**src/rtl/mux_tree_pkg.sv**
```systemverilog
`default_nettype none
// ============================================================================
// Module      : mux_tree_pkg
// Description : Shared constants, mode enum and tree-geometry helpers for the
//               pipelined channel-select mux tree.
// Revision    : 1.0 - initial release
// ============================================================================
package mux_tree_pkg;

    localparam int c_DEFAULT_W = 8;
    localparam int c_DEFAULT_N = 8;

    typedef enum logic {
        MODE_MANUAL = 1'b0,
        MODE_SCAN   = 1'b1
    } mode_e;

    // Ceiling log2; exact for the power-of-two channel counts used here.
    function automatic int log2(input int value);
        int r;
        r = 0;
        for (int i = 0; i < 31; i++) begin
            if ((1 << i) < value) begin
                r = i + 1;
            end
        end
        return r;
    endfunction

    // Word offset of tree level k inside a heap-packed store of 2N-1 words:
    // level 0 holds the N inputs, level k holds N>>k candidates.
    function automatic int tree_offset(input int n, input int k);
        return 2 * n - 2 * (n >> k);
    endfunction

endpackage : mux_tree_pkg
`default_nettype wire

```
**src/rtl/mux2_stage.sv**
```systemverilog
`default_nettype none
// ============================================================================
// Module      : mux2_stage
// Description : One registered level of the mux tree: COUNT 2:1 muxes steered
//               by one bit of the beat's channel tag, with valid/tag carried.
// Revision    : 1.0 - initial release
// ============================================================================
module mux2_stage
    import mux_tree_pkg::*;
#(
    parameter int W       = c_DEFAULT_W,
    parameter int COUNT   = 1,
    parameter int TAG_W   = 1,
    parameter int SEL_BIT = 0
) (
    input  logic                 clk,
    input  logic                 rst,
    input  logic                 i_en,
    input  logic                 i_valid,
    input  logic [TAG_W-1:0]     i_tag,
    input  logic [2*COUNT*W-1:0] i_data,
    output logic                 o_valid,
    output logic [TAG_W-1:0]     o_tag,
    output logic [COUNT*W-1:0]   o_data
);

    logic [COUNT*W-1:0] w_next;
    logic [COUNT*W-1:0] r_data;
    logic [TAG_W-1:0]   r_tag;
    logic               r_valid;

    // Candidate k at this level covers the input pair (2k, 2k+1).
    generate
        for (genvar k = 0; k < COUNT; k++) begin : g_mux
            assign w_next[k*W +: W] = i_tag[SEL_BIT] ? i_data[(2*k+1)*W +: W]
                                                     : i_data[(2*k)*W +: W];
        end
    endgenerate

    always_ff @(posedge clk) begin
        if (rst) begin
            r_valid <= 1'b0;
            r_tag   <= '0;
            r_data  <= '0;
        end else if (i_en) begin
            r_valid <= i_valid;
            r_tag   <= i_tag;
            r_data  <= w_next;
        end
    end

    assign o_valid = r_valid;
    assign o_tag   = r_tag;
    assign o_data  = r_data;

endmodule : mux2_stage
`default_nettype wire

```
**src/rtl/mux_tree_pipe.sv**
```systemverilog
`default_nettype none
// ============================================================================
// Module      : mux_tree_pipe
// Description : N:1 channel selector built as a log2(N)-deep tree of
//               registered 2:1 levels with valid/ready flow control.
//               Define MUX_TREE_PIPE_SCAN_EN to build the auto-scan counter.
// Revision    : 1.0 - initial release
// ============================================================================
module mux_tree_pipe
    import mux_tree_pkg::*;
#(
    parameter  int W = c_DEFAULT_W,
    parameter  int N = c_DEFAULT_N,
    localparam int L = log2(N)
) (
    input  logic           clk,
    input  logic           rst,
    input  logic [N*W-1:0] in_data,
    input  logic [L-1:0]   sel,
    input  logic           scan_en,
    input  logic           in_valid,
    output logic           in_ready,
    output logic [W-1:0]   out_data,
    output logic [L-1:0]   out_chan,
    output logic           out_valid,
    input  logic           out_ready
);

    localparam int c_TOTAL = 2 * N - 1;

    logic [c_TOTAL*W-1:0] w_tree;
    logic [L:0]           w_valid;
    logic [L:0][L-1:0]    w_tag;
    logic                 w_adv;
    logic [L-1:0]         w_tag_in;
    logic [L-1:0]         w_scan_idx;
    mode_e                w_mode;

    // One enable moves the whole pipe; a stalled head freezes every level.
    assign w_adv    = out_ready | ~out_valid;
    assign in_ready = w_adv;

`ifdef MUX_TREE_PIPE_SCAN_EN
    logic [L-1:0] r_scan_cnt;

    assign w_mode     = scan_en ? MODE_SCAN : MODE_MANUAL;
    assign w_scan_idx = r_scan_cnt;

    always_ff @(posedge clk) begin
        if (rst) begin
            r_scan_cnt <= '0;
        end else if (in_valid && w_adv && (w_mode == MODE_SCAN)) begin
            r_scan_cnt <= r_scan_cnt + L'(1);
        end
    end
`else
    // Port kept for interface compatibility; its value never selects scan.
    assign w_mode     = mode_e'(scan_en & 1'b0);
    assign w_scan_idx = '0;
`endif

    assign w_tag_in = (w_mode == MODE_SCAN) ? w_scan_idx : sel;

    assign w_tree[N*W-1:0] = in_data;
    assign w_valid[0]      = in_valid;
    assign w_tag[0]        = w_tag_in;

    generate
        for (genvar j = 0; j < L; j++) begin : g_level
            localparam int c_CNT     = N >> (j + 1);
            localparam int c_IN_LSB  = tree_offset(N, j) * W;
            localparam int c_OUT_LSB = tree_offset(N, j + 1) * W;

            mux2_stage #(
                .W       (W),
                .COUNT   (c_CNT),
                .TAG_W   (L),
                .SEL_BIT (j)
            ) u_stage (
                .clk     (clk),
                .rst     (rst),
                .i_en    (w_adv),
                .i_valid (w_valid[j]),
                .i_tag   (w_tag[j]),
                .i_data  (w_tree[c_IN_LSB +: 2*c_CNT*W]),
                .o_valid (w_valid[j+1]),
                .o_tag   (w_tag[j+1]),
                .o_data  (w_tree[c_OUT_LSB +: c_CNT*W])
            );
        end
    endgenerate

    assign out_data  = w_tree[(c_TOTAL-1)*W +: W];
    assign out_chan  = w_tag[L];
    assign out_valid = w_valid[L];

endmodule : mux_tree_pipe
`default_nettype wire

```
**config.mk**
```make
export PLATFORM = sky130hd
export DESIGN_NAME = mux_tree_pipe
export DESIGN_NICKNAME = d
export VERILOG_FILES = /design/src/rtl/mux_tree_pkg.sv /design/src/rtl/mux2_stage.sv /design/src/rtl/mux_tree_pipe.sv
export SDC_FILE = /design/constraint.sdc
export NUM_CORES = 1
export LEC_CHECK = 0
export CAP_MARGIN = 20
export CORE_ASPECT_RATIO = 0.5
export CORE_MARGIN = 1.5
export CORE_UTILIZATION = 44
export DETAILED_ROUTE_END_ITERATION = 12
export GPL_TIMING_DRIVEN = 0
export HOLD_SLACK_MARGIN = 0.06
export PLACE_DENSITY_LB_ADDON = 0.25
export RECOVER_POWER = 25
export SYNTH_ARGS = -nofsm -noshare
export SYNTH_HDL_FRONTEND = slang
export SYNTH_SLANG_ARGS = --single-unit
```
**constraint.sdc**
```tcl
create_clock -name clk -period 1.1 [get_ports clk]
set_clock_uncertainty 0.15 [all_clocks]
set_input_delay 0.11 -clock clk [delete_from_list [all_inputs] [get_ports clk]]
set_output_delay 0.11 -clock clk [all_outputs]
set_load 0.05 [all_outputs]
```
# Yosys cells after proc, flatten, opt, wreduce, memory -nomap -nowiden
# Cells that the tools add are included.
# word_totals
register_bits	68
out_inout_bits	13
wordCells	18
# op_classes
muxes	7
n_bitwise	2
# ops
op	n
$mux 8	7
$not 1->1	1
$or 1x1->1	1

# Depth between registers and ports, before layout
# logic_depth
word_depth	2
depth_mapped	6

# Cells and area by module
# Synthesis repeated with hierarchy kept, for this count alone.
# hier_totals
hier_cells	289
hier_area_um2	2935.3
# by_module_without_submodules
module	area_per_inst_um2	cells_per_inst	n_inst
mux2_stage at g_level[0].u_stage	1582.8	156	1
mux2_stage at g_level[1].u_stage	855.8	84	1
mux2_stage at g_level[2].u_stage	490.5	48	1
mux_tree_pipe	6.3	1	1

# Least setup slack after synthesis
# No wires, ideal clock.
# synth_path
path_type	register -> register
startpoint	register g_level[2].u_stage.r_valid
endpoint	register g_level[0].u_stage.r_data[22]
setup_time_ns	0.081
path_buffers	2
path_stages_with_launch	6
arrival_time_ns	1.414
required_ns	0.869
setup_slack_ns	-0.546
synth_period_minus_slack_ns	1.646
path_cell_list	dfxtp_1 -> nor2b_4 -> inv_2 -> buf_6 -> buf_6 -> a211oi_2
# synth_via
elab_chain_cells	2
# synth_rtl
item	line	source
start: declaration	mux2_stage.sv:30	logic r_valid;
start signal: assignment	mux2_stage.sv:46	r_valid <= i_valid;
$not 1->1	mux_tree_pipe.sv:40	assign w_adv = out_ready | ~out_valid;
$or 1x1->1	mux_tree_pipe.sv:40	
net in_ready	mux_tree_pipe.sv:22	output logic in_ready,
end signal: assignment	mux2_stage.sv:48	r_data <= w_next;
end: declaration	mux2_stage.sv:28	logic [COUNT*W-1:0] r_data;
# The timed path passes the listed nets, and every way through them passes these cells.
# A chain may end at the register's enable or synchronous reset.

# Worst setup path after layout
# layout_path
startpoint	register g_level[2].u_stage.r_valid
endpoint	output port in_ready
# layout_via
elab_chain_cells	2
# layout_rtl
item	line
$not 1->1	mux_tree_pipe.sv:40
$or 1x1->1	mux_tree_pipe.sv:40
end: declaration	mux_tree_pipe.sv:22
# No other way between the ends.

==> results.py <==
metrics = {
    "outcome": {
        "status": "finished, violations left",
        "violations": "setup timing",
    },
    "worst_setup_path": {
        "end_kind": "primary output",
        "rr_startpoint": "g_level[2].u_stage.o_valid$_SDFFE_PP0P_",
        "required_ps": 840,
        "arrival_ps": 1270,
        "crit_path_start_kind": "flop",
        "startpoint": "g_level[2].u_stage.o_valid$_SDFFE_PP0P_",
        "worstSetupPathType": "flop to primary output",
        "worstPathMaxFanout": 2,
    },
    "finish": {
        "layout_commonest_cell": "clkdlybuf4s50_1",
        "syn2layout_area_growth_pct": 54.7,
        "finalInstanceArea_sq_um": 4950,
        "drive_above_1_share": 0.472,
        "fill_cells": 499,
        "final_nets": 478,
        "post-route-util": 0.722,
        "final_cell_mix": "clkdlybuf4s50_1 (68), mux2i_1 (56), a211oi_2 (56), dfxtp_1 (56), nor2_2 (37)",
        "diodes": 0,
    },
    "clocking": {
        "cts.sinks": 68,
        "clockBufferDepth": 2,
        "ctsHtreeMaxLevel": 3,
        "clk_transition_reported_paths_ps": 50,
        "numCtsBuffers": 9,
        "cts_root_buf": "clkbuf_16",
        "clk_latency_ps": 330,
        "cts_tree": "built",
    },
    "die": {
        "coreArea_sq_um": 6860,
        "rows": 21,
        "top_level_ports": 85,
        "die_area_sq_um": 7820,
        "die_x_um": 124,
        "die_h_um": 63.3,
        "start_util": 0.467,
    },
    "sta": {
        "hold_viol_final": 0,
        "worstMarginPinSlew_ps": 762,
        "slew_headroom": 0.492,
        "min_period_ps": 1530,
        "max_clock_freq_mhz": 652,
        "setup_ws_ps": -435,
        "whs_ps": 36.3,
        "setup_viol": 70,
        "finalMaxSlewViolations": 0,
        "fin_crit_sh": 1.40,
        "rsz0062_at_grt": "true",
    },
    "worst_hold_path": {
        "hp-class": "primary input to flop",
        "hold_start": "rst",
    },
    "detailed_routing": {
        "drt-initial-drc-count": 155,
        "drtPass1Iterations": 4,
        "avgViaCountPerCell": 5.17,
        "vias": 2602,
        "wl_per_cell_um": 15.8,
        "wl_um": 7950,
        "ant_nets": 0,
        "drc": 0,
    },
    "yosys": {
        "seq_area_frac_synth": 0.425,
        "syn_area_sq_um": 3200,
        "synth_top_cell_by_area": "dfxtp_1",
        "synthCells": 302,
        "ys_seq_elements": 68,
        "synth_warnings": 0,
        "synth.distinct_cells": 12,
        "synth_fp_nets": 374,
        "synth_top_area_share": 0.425,
        "yosys-top-cells-area": "dfxtp_1 (43%), a211oi_2 (22%), mux2i_1 (18%)",
        "postSynthAreaPerCell_sq_um": 10.6,
    },
    "pwr": {
        "p_per_area_nw_per_um2": 1360,
        "p_leak_uw": 0.00194,
        "max-vdd-ir-drop_v": 0.000786,
    },
    "grt": {
        "grt_use_met2": 0.300,
        "use_met1": 0.279,
        "grt.total_usage": 0.201,
        "grt_use_met3": 0.0571,
        "gr-total-overflow": 0,
        "antenna_found_initial": 0,
        "grt_pass1_vias": 2439,
        "busiest_layer": "met2",
        "grt_pass1_wl_um": 11900,
        "grt_start_max_net_pins": 12,
    },
    "placement": {
        "dpl.hpwl_um": 5290,
        "place_worst_setup_slack_ps": -1090,
        "numPortBuffers": 81,
        "place_area_sq_um": 4140,
        "gp_congestion": 0.831,
    },
    "run": {
        "maxCapViolCount": 0,
    },
}
## path summary, 6_finish.rpt
path / endpoint / cells after the start / slack [ps]
setup reg to reg: g_level[0].u_stage.o_data[30]$_SDFFE_PP0P_ / 8 / -430
hold / removal: g_level[2].u_stage.o_data[0]$_SDFFE_PP0P_ / 3 / 40
setup / recovery: in_ready / 5 / -430
hold reg to reg: g_level[2].u_stage.o_tag[1]$_SDFFE_PP0P_ / 2 / 310
## state kept, by name, indices dropped and copies added, names as in the netlist
signal	count
g_level.u_stage.o_valid	3
g_level.u_stage.o_data	56
g_level.u_stage.o_tag	9
## through the flow
| stage | power (uW) | setup TNS, ps | instances |
|---|---|---|---|
| final | 6740 | -25030 | 503 |
| after global routing | 6980 | -28020 | 503 |
| after CTS | 6670 | -22780 | 500 |
| after detailed placement | 3730 | -33550 | 475 |
| after global placement | 3710 | -32530 | 475 |
| after floorplan | 3330 | -16150 | 302 |
## synthesized netlist by cell type, drive strengths merged
library cell and number:
a211oi 56, clkbuf 5, a21oi 11, nor2 58
inv 1, nand2 22, dfxtp 68, buf 24
nor2b 1, mux2i 56
## area by class of cell
cell class	count	area [sq um]	area share
buffer	29	299	0.0604
clock buffer	12	256	0.0518
clock inverter	4	47.5	0.00961
inverter	1	6.26	0.00126
multi-input combinational	204	1870	0.377
sequential	68	1380	0.279
tap	92	115	0.0233
timing repair buffer	93	980	0.198
## report_power, final
group | switching, uW | internal [uW]
sequential | 143 | 2640
clock | 1030 | 1870
combinational | 471 | 584
## cells by family after synthesis
family,synth area share
compound gates,0.236
flops,0.426
buf+inv,0.0649
simple gates,0.0982
mux,0.175
## metal layers
layer,vias to the layer above,part of all wire
met5,-,0
met4,0,0.010
met3,9,0.050
met2,75,0.45
met1,1237,0.49
li1,1281,-
## worst max-delay path, cell delays in order, from the launching register on
cell and delay [ps]:
dfxtp_4 340, nor2b_4 180, inv_4 60, buf_8 120, buf_12 110, buf_12 130
## timing repair
item | in CTS | in global routing
setup buffers | 6 | 2
cloned | 2 | 1
endpoints found under the hold margin | 3 | 1
endpoints found under the setup margin | 81 | 76
hold buffers | 1 | 1
pin swaps | 8 | 1
gates resized for setup | 142 | 70
No activity file was read; power rests on OpenSTA's default activity.
